$ cat config.mk
export PLATFORM = sky130hd
export DESIGN_NAME = cpu_core
export DESIGN_NICKNAME = d
export VERILOG_FILES = /design/src/rtl/cpu_pkg.sv /design/src/rtl/cpu_decoder.sv /design/src/rtl/cpu_register_file.sv /design/src/rtl/cpu_core.sv
export SDC_FILE = /design/constraint.sdc
export NUM_CORES = 1
export LEC_CHECK = 0
export CORE_ASPECT_RATIO = 0.7
export CORE_MARGIN = 1.5
export CORE_UTILIZATION = 60
export DETAILED_ROUTE_END_ITERATION = 12
export PLACE_DENSITY = 0.81
export SLEW_MARGIN = 30
export SYNTH_ARGS = -nofsm -noshare
export SYNTH_HDL_FRONTEND = slang
export SYNTH_SLANG_ARGS = --single-unit
$ cat constraint.sdc
create_clock -name clk -period 11.3 [get_ports clk]
set_clock_uncertainty 0.15 [all_clocks]
set_input_delay 2.26 -clock clk [delete_from_list [all_inputs] [get_ports clk]]
set_output_delay 2.26 -clock clk [all_outputs]
set_load 0.02 [all_outputs]
$ cat src/rtl/cpu_pkg.sv
// cpu_pkg: shared widths, field positions, opcodes and ALU function codes for cpu_core.
package cpu_pkg;
  localparam int DATA_W   = 16;
  localparam int NUM_REGS = 8;
  localparam int REG_AW   = 3;
  localparam int OP_HI  = 15, OP_LO  = 12;
  localparam int RD_HI  = 11, RD_LO  = 9;
  localparam int RS1_HI = 8,  RS1_LO = 6;
  localparam int RS2_HI = 5,  RS2_LO = 3;
  localparam int FN_HI  = 2,  FN_LO  = 0;
  localparam logic [3:0] OP_ALU  = 4'h0;
  localparam logic [3:0] OP_ADDI = 4'h1;
  localparam logic [3:0] OP_LW   = 4'h2;
  localparam logic [3:0] OP_SW   = 4'h3;
  localparam logic [3:0] OP_BEQ  = 4'h4;
  localparam logic [3:0] OP_BNE  = 4'h5;
  localparam logic [3:0] OP_JMP  = 4'h6;
  localparam logic [3:0] OP_LI   = 4'h7;
  localparam logic [3:0] OP_HALT = 4'hF;
  typedef enum logic [2:0] {
    FN_ADD, FN_SUB, FN_AND, FN_OR, FN_XOR, FN_SLL, FN_SRL, FN_SLT
  } alu_fn_e;
endpackage

$ cat src/rtl/cpu_decoder.sv
// decoder: opcode/funct to control strobes for the single-cycle datapath.
module decoder
  import cpu_pkg::*;
(
  input  logic [3:0] op,
  input  logic [2:0] funct,
  output logic       reg_write,
  output logic       mem_read,
  output logic       mem_write,
  output alu_fn_e    alu_op,
  output logic       imm_sel,
  output logic       branch,
  output logic       jump,
  output logic       halt
);
  always_comb begin
    reg_write = op == OP_ALU || op == OP_ADDI || op == OP_LW || op == OP_LI;
    mem_read  = op == OP_LW;
    mem_write = op == OP_SW;
    alu_op    = op == OP_ALU ? alu_fn_e'(funct) : FN_ADD;
    imm_sel   = op == OP_ADDI || op == OP_LW || op == OP_SW;
    branch    = op == OP_BEQ || op == OP_BNE;
    jump      = op == OP_JMP;
    halt      = op == OP_HALT;
  end
endmodule

$ cat src/rtl/cpu_register_file.sv
// register_file: 8x16 registers, two async read ports, one sync write port, r0 hardwired to zero.
module register_file
  import cpu_pkg::*;
(
  input  logic              clk,
  input  logic              rst,
  input  logic              we,
  input  logic [REG_AW-1:0] waddr,
  input  logic [DATA_W-1:0] wdata,
  input  logic [REG_AW-1:0] raddr_a,
  input  logic [REG_AW-1:0] raddr_b,
  output logic [DATA_W-1:0] rdata_a,
  output logic [DATA_W-1:0] rdata_b
);
  logic [DATA_W-1:0] cpu_registers [0:NUM_REGS-1];
  always_ff @(posedge clk) begin
    if (rst) begin
      for (int i = 0; i < NUM_REGS; i++) cpu_registers[i] <= '0;
    end else if (we && waddr != '0) begin
      cpu_registers[waddr] <= wdata;
    end
  end
  assign rdata_a = raddr_a == '0 ? '0 : cpu_registers[raddr_a];
  assign rdata_b = raddr_b == '0 ? '0 : cpu_registers[raddr_b];
endmodule

$ cat src/rtl/cpu_core.sv
// cpu_core: single-cycle 16-bit Harvard core; ALU, immediates and next-PC inline.
module cpu_core
  import cpu_pkg::*;
(
  input  logic              clk,
  input  logic              rst,
  input  logic [DATA_W-1:0] Instruction,
  input  logic [DATA_W-1:0] mem_data_in,
  output logic [DATA_W-1:0] pc_addr_out,
  output logic [DATA_W-1:0] mem_addr,
  output logic [DATA_W-1:0] mem_data_write,
  output logic              mem_write_enabled
);
  logic [DATA_W-1:0] pc_q, pc_d, pc_inc;
  logic [DATA_W-1:0] imm6, imm9, imm12;
  logic [DATA_W-1:0] ra, rb, alu_b, alu_y, wdata;
  logic [REG_AW-1:0] rd, rs1, rs2, raddr_b;
  logic [3:0] op;
  logic [2:0] funct;
  logic reg_write, mem_read, mem_write, imm_sel, branch, jump, halt, taken;
  alu_fn_e alu_op;
  assign op    = Instruction[OP_HI:OP_LO];
  assign rd    = Instruction[RD_HI:RD_LO];
  assign rs1   = Instruction[RS1_HI:RS1_LO];
  assign rs2   = Instruction[RS2_HI:RS2_LO];
  assign funct = Instruction[FN_HI:FN_LO];
  assign imm6  = {{10{Instruction[5]}}, Instruction[5:0]};
  assign imm9  = {{7{Instruction[8]}}, Instruction[8:0]};
  assign imm12 = {4'b0, Instruction[11:0]};
  decoder u_decoder (
    .op(op), .funct(funct), .reg_write(reg_write), .mem_read(mem_read),
    .mem_write(mem_write), .alu_op(alu_op), .imm_sel(imm_sel),
    .branch(branch), .jump(jump), .halt(halt)
  );
  // Stores and branches read rd through port B; ALU ops read rs2 there.
  assign raddr_b = mem_write || branch ? rd : rs2;
  register_file u_RegisterFile (
    .clk(clk), .rst(rst), .we(reg_write && !rst), .waddr(rd), .wdata(wdata),
    .raddr_a(rs1), .raddr_b(raddr_b), .rdata_a(ra), .rdata_b(rb)
  );
  assign alu_b = imm_sel ? imm6 : rb;
  always_comb begin
    case (alu_op)
      FN_ADD:  alu_y = ra + alu_b;
      FN_SUB:  alu_y = ra - alu_b;
      FN_AND:  alu_y = ra & alu_b;
      FN_OR:   alu_y = ra | alu_b;
      FN_XOR:  alu_y = ra ^ alu_b;
      FN_SLL:  alu_y = ra << alu_b[3:0];
      FN_SRL:  alu_y = ra >> alu_b[3:0];
      default: alu_y = {15'b0, $signed(ra) < $signed(alu_b)};
    endcase
  end
  always_comb begin
    wdata  = op == OP_LI ? imm9 : mem_read ? mem_data_in : alu_y;
    pc_inc = pc_q + 16'd1;
    taken  = branch && ((ra == rb) ^ op[0]);
    pc_d   = halt ? pc_q : jump ? imm12 : taken ? pc_inc + imm6 : pc_inc;
  end
  always_ff @(posedge clk) begin
    if (rst) pc_q <= '0;
    else     pc_q <= pc_d;
  end
  assign pc_addr_out       = pc_q;
  assign mem_addr          = mem_read || mem_write ? alu_y : '0;
  assign mem_data_write    = mem_write ? rb : '0;
  assign mem_write_enabled = mem_write && !rst;
endmodule

* Word level (Yosys, flattened, before mapping)
Memories as Yosys holds them, arrays and structs flattened.
Index checks and enable logic that the tools add are counted.
** Operators by class
- Reduce and logical (&&, ||, !) cells :: 19
- Magnitude comparators :: 1
- Equal/unequal tests :: 15
- Shift-type cells :: 2
- Muxes and demuxes :: 20
- Add/sub/neg operators :: 4
- Bitwise logic cells :: 4
** Operator list (count)
- $mux 16 :: 10
- $pmux 16 s7 :: 1
- $add 16x16->16 :: 2
- $add 16x1->16 const B :: 1
- $and 16x16->16 :: 1
- $eq 16x16->1 :: 1
- $eq 4x3->1 const B :: 4
- $lt 16x16->1 :: 1
- $or 16x16->16 :: 1
- $reduce_or 16->1 :: 1
- $shl 16x4->16 :: 1
- $shr 16x4->16 :: 1
- $sub 16x16->16 :: 1
- $xor 16x16->16 :: 1
- $eq 3x3->1 const B :: 3
- $logic_not 3->1 :: 3
- $mux 3 :: 3
- $eq 4x2->1 const B :: 2
- $logic_or 1x1->1 :: 8
- $eq 3x2->1 const B :: 2
- $mux 1 :: 6
- $eq 4x1->1 const B :: 1
- $eq 4x4->1 const B :: 1
- $logic_and 1x1->1 :: 4
- other kinds (5) :: 5
** Word-level totals
- Memories :: 1
- Word-level logic and storage cells :: 67
- Output and inout port bits :: 49
- Register bits after elaboration :: 16
- Bits in writable memories :: 128
- Input bits :: 34
** Memories
- u_RegisterFile.cpu_registers :: depth 8, width 16, rd ports 2, clocked after memory_dff 0, write ports 8, line cpu_register_file.sv:15 : logic [DATA_W-1:0] cpu_registers [0:NUM_REGS-1];

* Longest topological paths before layout
- Depth after elaboration :: 12
- Mapped depth :: 27
- Gate-level depth less buffers :: 21

* Hierarchy
Synthesis repeated with hierarchy kept, for this count alone.
** Unflattened totals
- Cells, all modules :: 1383
- Area total of the unflattened synthesis :: 12670.9 µm²
** By module, submodules not included
- cpu_core :: area each 6404.9 µm², times used 1, cells an instance 898
- register_file :: area each 6169.7 µm², times used 1, cells an instance 468
- decoder :: area each 96.3 µm², times used 1, cells an instance 17

* Least setup slack after synthesis
Ideal clock, no wire load.
- Path type :: input to output
- Start :: in Instruction[15]
- End :: out mem_addr[12]
- Stages :: 25
- Data arrival time :: 7234 ps
- Path slack :: 1656 ps
- Data required time :: 8890 ps
- Path buffers :: 6
- Cells stage by stage :: buf_4 nor4bb_4 or3_1 buf_4 nand2_2 buf_2 a211o_1 o2111ai_2 nand2_2 buf_4 buf_2 buf_1 ha_1 fa_1 a21oi_1 o21bai_1 a21oi_1 o21bai_1 a21o_1 a211o_1 a21oi_1 xnor2_1 o22ai_1 or3_1 o311a_1
** On the way
- Longest elaborated chain between the ends :: 10
- Elaborated cells between the ends (all ways) :: 33
- Those cells by class :: add/sub (2); eq/ne (11); shift (2); mux (6); bitwise (3); reduce/logical (8); memory (1)
** Ends and longest elaborated chain
- start: declaration :: line cpu_core.sv:7 : input logic [DATA_W-1:0] Instruction,
- $eq 4x3->1 :: line cpu_decoder.sv:22 : branch = op == OP_BEQ || op == OP_BNE;
- $logic_or 1x1->1 :: line cpu_decoder.sv:22
- $logic_or 1x1->1 :: line cpu_core.sv:36 : assign raddr_b = mem_write || branch ? rd : rs2;
- $mux 3 :: line cpu_core.sv:36
- $mem_v2 8x16 or $logic_not 3->1 (tied branches)
- $mux 16 :: line cpu_register_file.sv:24 : assign rdata_b = raddr_b == '0 ? '0 : cpu_registers[raddr_b];
- $mux 16 :: line cpu_core.sv:41 : assign alu_b = imm_sel ? imm6 : rb;
- $sub 16x16->16 (tied with other cells) :: line cpu_core.sv:45 : FN_SUB: alu_y = ra - alu_b;
- $pmux 16 s7 :: line cpu_core.sv:43 : case (alu_op)
- $mux 16 * :: line cpu_core.sv:65 : assign mem_addr = mem_read || mem_write ? alu_y : '0;
- end: declaration :: line cpu_core.sv:10 : output logic [DATA_W-1:0] mem_addr,
Every way passes the cells marked *; elsewhere a longest branch is shown, timed or not.

* Worst setup path in the final report
- Start :: in Instruction[15]
- End :: out mem_addr[0]
** On the way
- Longest elaborated chain between the ends :: 10
- Elaborated cells between the ends (all ways) :: 34
- Those cells by class :: add/sub (2); order compare (1); eq/ne (11); shift (2); mux (6); bitwise (3); reduce/logical (8); memory (1)
** Ends and longest elaborated chain (line)
- $eq 4x3->1 :: cpu_decoder.sv:22
- $logic_or 1x1->1 :: cpu_decoder.sv:22
- $logic_or 1x1->1 :: cpu_core.sv:36
- $mux 3 :: cpu_core.sv:36
- $mem_v2 8x16 or $logic_not 3->1 (tied branches)
- $mux 16 :: cpu_register_file.sv:24
- $mux 16 :: cpu_core.sv:41
- $sub 16x16->16 (tied with other cells) :: cpu_core.sv:45
- $pmux 16 s7 :: cpu_core.sv:43
- $mux 16 * :: cpu_core.sv:65
Marked as above.

==> impl.org <==
** Logic synthesis
- In this run the mean area of a mapped cell was 8.62 µm².
- Summing the sequential cell areas from Yosys gives 28.5% of the chip area.
- Summed instance area of the synthesized netlist :: 12900 µm²
- In this run, synthesis inferred 112 flip-flops with an integrated enable.
- Post-synth net total :: 1600
- Warning count from the yosys run :: 0
- Top FF cell, synth :: sky130_fd_sc_hd__edfxtp_1
- Synth Instances :: 1497
- Distinct cell type count after synthesis :: 100
- For this run, asynchronously set or reset flops after synthesis account for 0%.
- Number of flip-flops and latches in the synthesized netlist :: 128

** Timing
- Aggregate negative setup slack :: 0 ps
- Period utilisation layout :: 99.1%
- Fin crit period :: 11200 ps
- Setup repair after global routing could not meet its margin everywhere.
- Static timing analysis puts the maximum clock frequency at 0.0893 GHz.
- Setup violations remaining at the end of the flow were counted as 0.
- Worst slew margin relative to its limit :: 25.1%
- Number of hold-slack violations in the final timing report :: 0
- Final-layout worst hold slack :: 367 ps
- The max-slew violation count is 0.
- At the pin with the least slew margin, the transition time is 1090 ps.

** Finish
- In the final layout, the share of cells above drive strength 1 is 12.2%.
- End-of-flow core utilization :: 70.0%
- Compared with the post-synthesis result, the final layout area differs by 13.5%.
- Layout filler cell count :: 1611
- Inserted Diodes :: 0
- Final nets :: 1658

** GRT
- Number of global-route vias before repair :: 13000
- GRT Residual Overflow :: 0
- Overall routing resource usage :: 48.1%
- Global-route wire length before repair :: 80300 µm
- Entering global routing, the biggest net connects 41 pins.
- The initial antenna violation count was 0.

** Die
- The total area inside the core boundary comes to 20900 µm².
- For this design the top-level I/O count stands at 83.
- In this run the vertical extent of the chip is 126 µm.
- Overall die width :: 178 µm
- Number of standard-cell rows in the floorplan :: 44
- The initial utilization of the core area, before any placement, comes to 61.7%.
- The floorplan step defined a die boundary enclosing 22400 µm².

** Min path
- The path with the worst hold slack has its endpoint at pc_addr_out[13].
- The worst hold path was traced through 2 stages.
- Worst hold-check path type :: flip-flop to flip-flop
- In this run the most critical hold path is launched from pc_addr_out[13].

** Placed design
- During placement, the flow inserted port buffers numbering 82.
- Detailed placement finished with a half-perimeter wire length of 40400 µm.
- The congestion estimate from routability-driven global placement came to 1.06.

** Worst setup path
- At the worst endpoint, the arrival time is 8790 ps.
- Worst-case reg-to-reg path depth :: 18
- Setup CP Type :: input port to primary output
- Maximum fanout along the worst path :: 34
- The setup check on the worst reg-to-reg path leaves a slack of 5510 ps.
- STA classifies the critical path startpoint as an input port.
- The endpoint identified for the worst register-to-register timing path is u_RegisterFile.cpu_registers[3][12].
- STA puts the critical path data required time at 8890 ps.
- In this run the critical register-to-register path is launched from u_RegisterFile.cpu_registers[1][0].
- Worst setup EP type :: primary output

** Drt
- Number of DRC markers after the initial detailed-route iteration :: 2728
- For this block, the via count after detailed routing is 14200.
- Post-route antenna net violation count :: 0
- Average via count per standard cell :: 7.72
- Number of optimization iterations in the first detailed-route pass :: 6
- For this run, design rule violations remaining after detail routing come to 0.
- Avg WL per Cell :: 29.5 µm
- After detailed routing, the total wire length is 54300 µm.

** Clocking
- Clock-pin slew was measured on the worst setup and hold paths at 60 ps.
- Maximum number of buffers from clock root to sink :: 2
- Post-CTS timing repair inserted 0 buffers for setup.
- Clk_lat worst skew :: 420 ps
- For this design, the sink count on the clock tree is 128.
- TritonCTS built the clock tree.
- The number of hold buffers added after CTS was 0.
- In this run, CTS created clock tree buffers numbering 17.
- The H-tree was split into 4 levels.
- CTS root buf :: sky130_fd_sc_hd__clkbuf_16
- Number of resized instances in the post-cts repair step :: 0

** Power
- For this design the ratio of total power to cell area is 135 nW/µm².
- Across the VDD grid, the largest voltage drop is 94.6 µV.
- In this run the static leakage power is 0.00571 µW.

** Flow run
- Reported max-cap violation count :: 0

** Outcome
- Run status :: completed
[synthesized netlist by cell type (10+ instances only)]
| master | count | area share [%] |
|---|---|---|
| sky130_fd_sc_hd__and2_1 | 13 | 0.63 |
| sky130_fd_sc_hd__nor3_1 | 35 | 1.4 |
| sky130_fd_sc_hd__inv_1 | 51 | 1.5 |
| sky130_fd_sc_hd__nand2b_1 | 13 | 0.63 |
| sky130_fd_sc_hd__o21bai_1 | 14 | 0.81 |
| sky130_fd_sc_hd__buf_2 | 26 | 1.0 |
| sky130_fd_sc_hd__and3_1 | 26 | 1.3 |
| sky130_fd_sc_hd__a32oi_1 | 21 | 1.4 |
| sky130_fd_sc_hd__o22ai_1 | 12 | 0.58 |
| sky130_fd_sc_hd__ha_1 | 67 | 6.5 |
| sky130_fd_sc_hd__clkbuf_1 | 62 | 1.8 |
| sky130_fd_sc_hd__a21o_1 | 20 | 1.2 |
| sky130_fd_sc_hd__o21a_1 | 11 | 0.64 |
| sky130_fd_sc_hd__nor4_1 | 12 | 0.58 |
| sky130_fd_sc_hd__or3_1 | 14 | 0.68 |
| sky130_fd_sc_hd__mux2_2 | 27 | 2.4 |
| sky130_fd_sc_hd__dfxtp_1 | 16 | 2.5 |
| sky130_fd_sc_hd__nor2_1 | 202 | 5.9 |
| sky130_fd_sc_hd__a21oi_1 | 104 | 4.0 |
| sky130_fd_sc_hd__o22a_1 | 11 | 0.75 |
| sky130_fd_sc_hd__a211o_1 | 12 | 0.81 |
| sky130_fd_sc_hd__xnor2_1 | 33 | 2.2 |
| sky130_fd_sc_hd__a211oi_1 | 16 | 0.93 |
| sky130_fd_sc_hd__o21ai_0 | 64 | 2.5 |
| sky130_fd_sc_hd__a31oi_1 | 20 | 0.97 |
| sky130_fd_sc_hd__nand2_1 | 88 | 2.6 |
| sky130_fd_sc_hd__edfxtp_1 | 112 | 26 |
| sky130_fd_sc_hd__a22o_1 | 11 | 0.75 |
| sky130_fd_sc_hd__mux2i_1 | 57 | 4.4 |
| sky130_fd_sc_hd__o31ai_1 | 20 | 1.2 |
| sky130_fd_sc_hd__mux4_2 | 20 | 3.5 |
| sky130_fd_sc_hd__a2111oi_0 | 10 | 0.68 |
| sky130_fd_sc_hd__nand3_1 | 60 | 2.3 |
| sky130_fd_sc_hd__nand4_1 | 11 | 0.53 |
| sky130_fd_sc_hd__a221oi_1 | 18 | 1.2 |
| sky130_fd_sc_hd__o211ai_1 | 20 | 1.2 |
[cells by family (layout without fill, tap and decap cells)]
family	Yosys count	in the layout	synth area share, %
and+or+nand+nor	516	516	19.2
AOI/OAI and AO/OA	478	478	26.8
DFF	128	128	28.5
xor gates and xnor gates	42	42	2.85
adders and majority gates	69	69	6.81
buffers and inverters	157	227	5.23
muxes	107	107	10.6
[layer usage]
| layer | up-vias | wire [µm] | track usage (%) |
|---|---|---|---|
| met4 | 0 | 2530 | 18.9 |
| met3 | 230 | 9910 | 18.7 |
| met1 | 6639 | 20500 | 67.5 |
| met5 | - | 0 | 0 |
| met2 | 1503 | 21400 | 66.2 |
| li1 | 5856 | - | - |
[layout make-up]
class / count / area [µm²] / share of cell area, %
multi-input combinational: 1212 / 8580 / 58.6
sequential: 128 / 3680 / 25.1
timing repair buffer: 140 / 1260 / 8.59
clock buffer: 17 / 425 / 2.90
tap: 276 / 345 / 2.36
inverter: 56 / 210 / 1.44
clock inverter: 14 / 141 / 0.965
[worst max-delay path, stage by stage]
cell                              delay (ps)
sky130_fd_sc_hd__clkdlybuf4s50_1         690
sky130_fd_sc_hd__or3b_1                  620
sky130_fd_sc_hd__a21o_1                  410
sky130_fd_sc_hd__nand4_1                 200
sky130_fd_sc_hd__buf_4                   260
sky130_fd_sc_hd__o22a_1                  340
sky130_fd_sc_hd__a31o_1                  290
sky130_fd_sc_hd__buf_4                   420
sky130_fd_sc_hd__ha_1                    260
sky130_fd_sc_hd__o21bai_1                130
sky130_fd_sc_hd__a21oi_1                 130
sky130_fd_sc_hd__o21bai_1                410
sky130_fd_sc_hd__a31oi_1                 280
sky130_fd_sc_hd__a211oi_1                610
sky130_fd_sc_hd__o21ai_0                 290
sky130_fd_sc_hd__a211o_1                 390
sky130_fd_sc_hd__and3b_1                 170
sky130_fd_sc_hd__clkdlybuf4s50_1         590
[layout by cell type, fill, tap and decap left out, drive strengths merged, types with 16 or more instances in the layout]
cell type	netlist	final
a211oi	18	18
a21o	20	20
a21oi	106	106
a221oi	18	18
a31oi	22	22
a32oi	22	22
and3	26	26
buf	39	60
clkbuf	62	17
clkdlybuf4s50	0	80
dfxtp	16	16
edfxtp	112	112
ha	67	67
inv	55	57
mux2	29	29
mux2i	58	58
mux4	20	20
nand2	90	90
nand3	60	60
nor2	205	205
nor3	36	36
o211ai	22	22
o21ai	70	70
o31ai	21	21
xnor2	33	33
[flip-flops by register name (all words and copies together), names as in the netlist]
signal                        count
u_RegisterFile.cpu_registers    112
pc_addr_out                      16
[where the power goes]
part	total, µW	internal [µW]	switching [µW]
clock network	538	323	216
registers	557	537	20.4
logic	883	303	580
[stage by stage]
stage                     instance area, µm²  std cells  total power [µW]  setup slack, ps
after global placement                 14000       1812              1380              383
after CTS                              14600       1843              1920              186
after floorplan                        12900       1497              1120             1660
final                                  14600       1843              1980             97.1
after detailed placement               14000       1812              1390              234
after global routing                   14600       1843              2030            -30.5
[how the worst max path moves through the flow]
| stage | from | end | slack (ps) | cells after the start |
|---|---|---|---|---|
| 6_report | Instruction[15] | mem_addr[0] | 100 | 18 |
| 5_1_grt | Instruction[15] | mem_addr[10] | -30 | 20 |
| 4_1_cts | Instruction[15] | mem_addr[10] | 190 | 20 |
| 3_5_place_dp | Instruction[15] | mem_addr[10] | 230 | 20 |
| 3_3_place_gp | Instruction[15] | mem_addr[10] | 380 | 21 |
| 2_1_floorplan | Instruction[15] | mem_addr[12] | 1660 | 25 |
No activity file was read; power rests on OpenSTA's default activity.
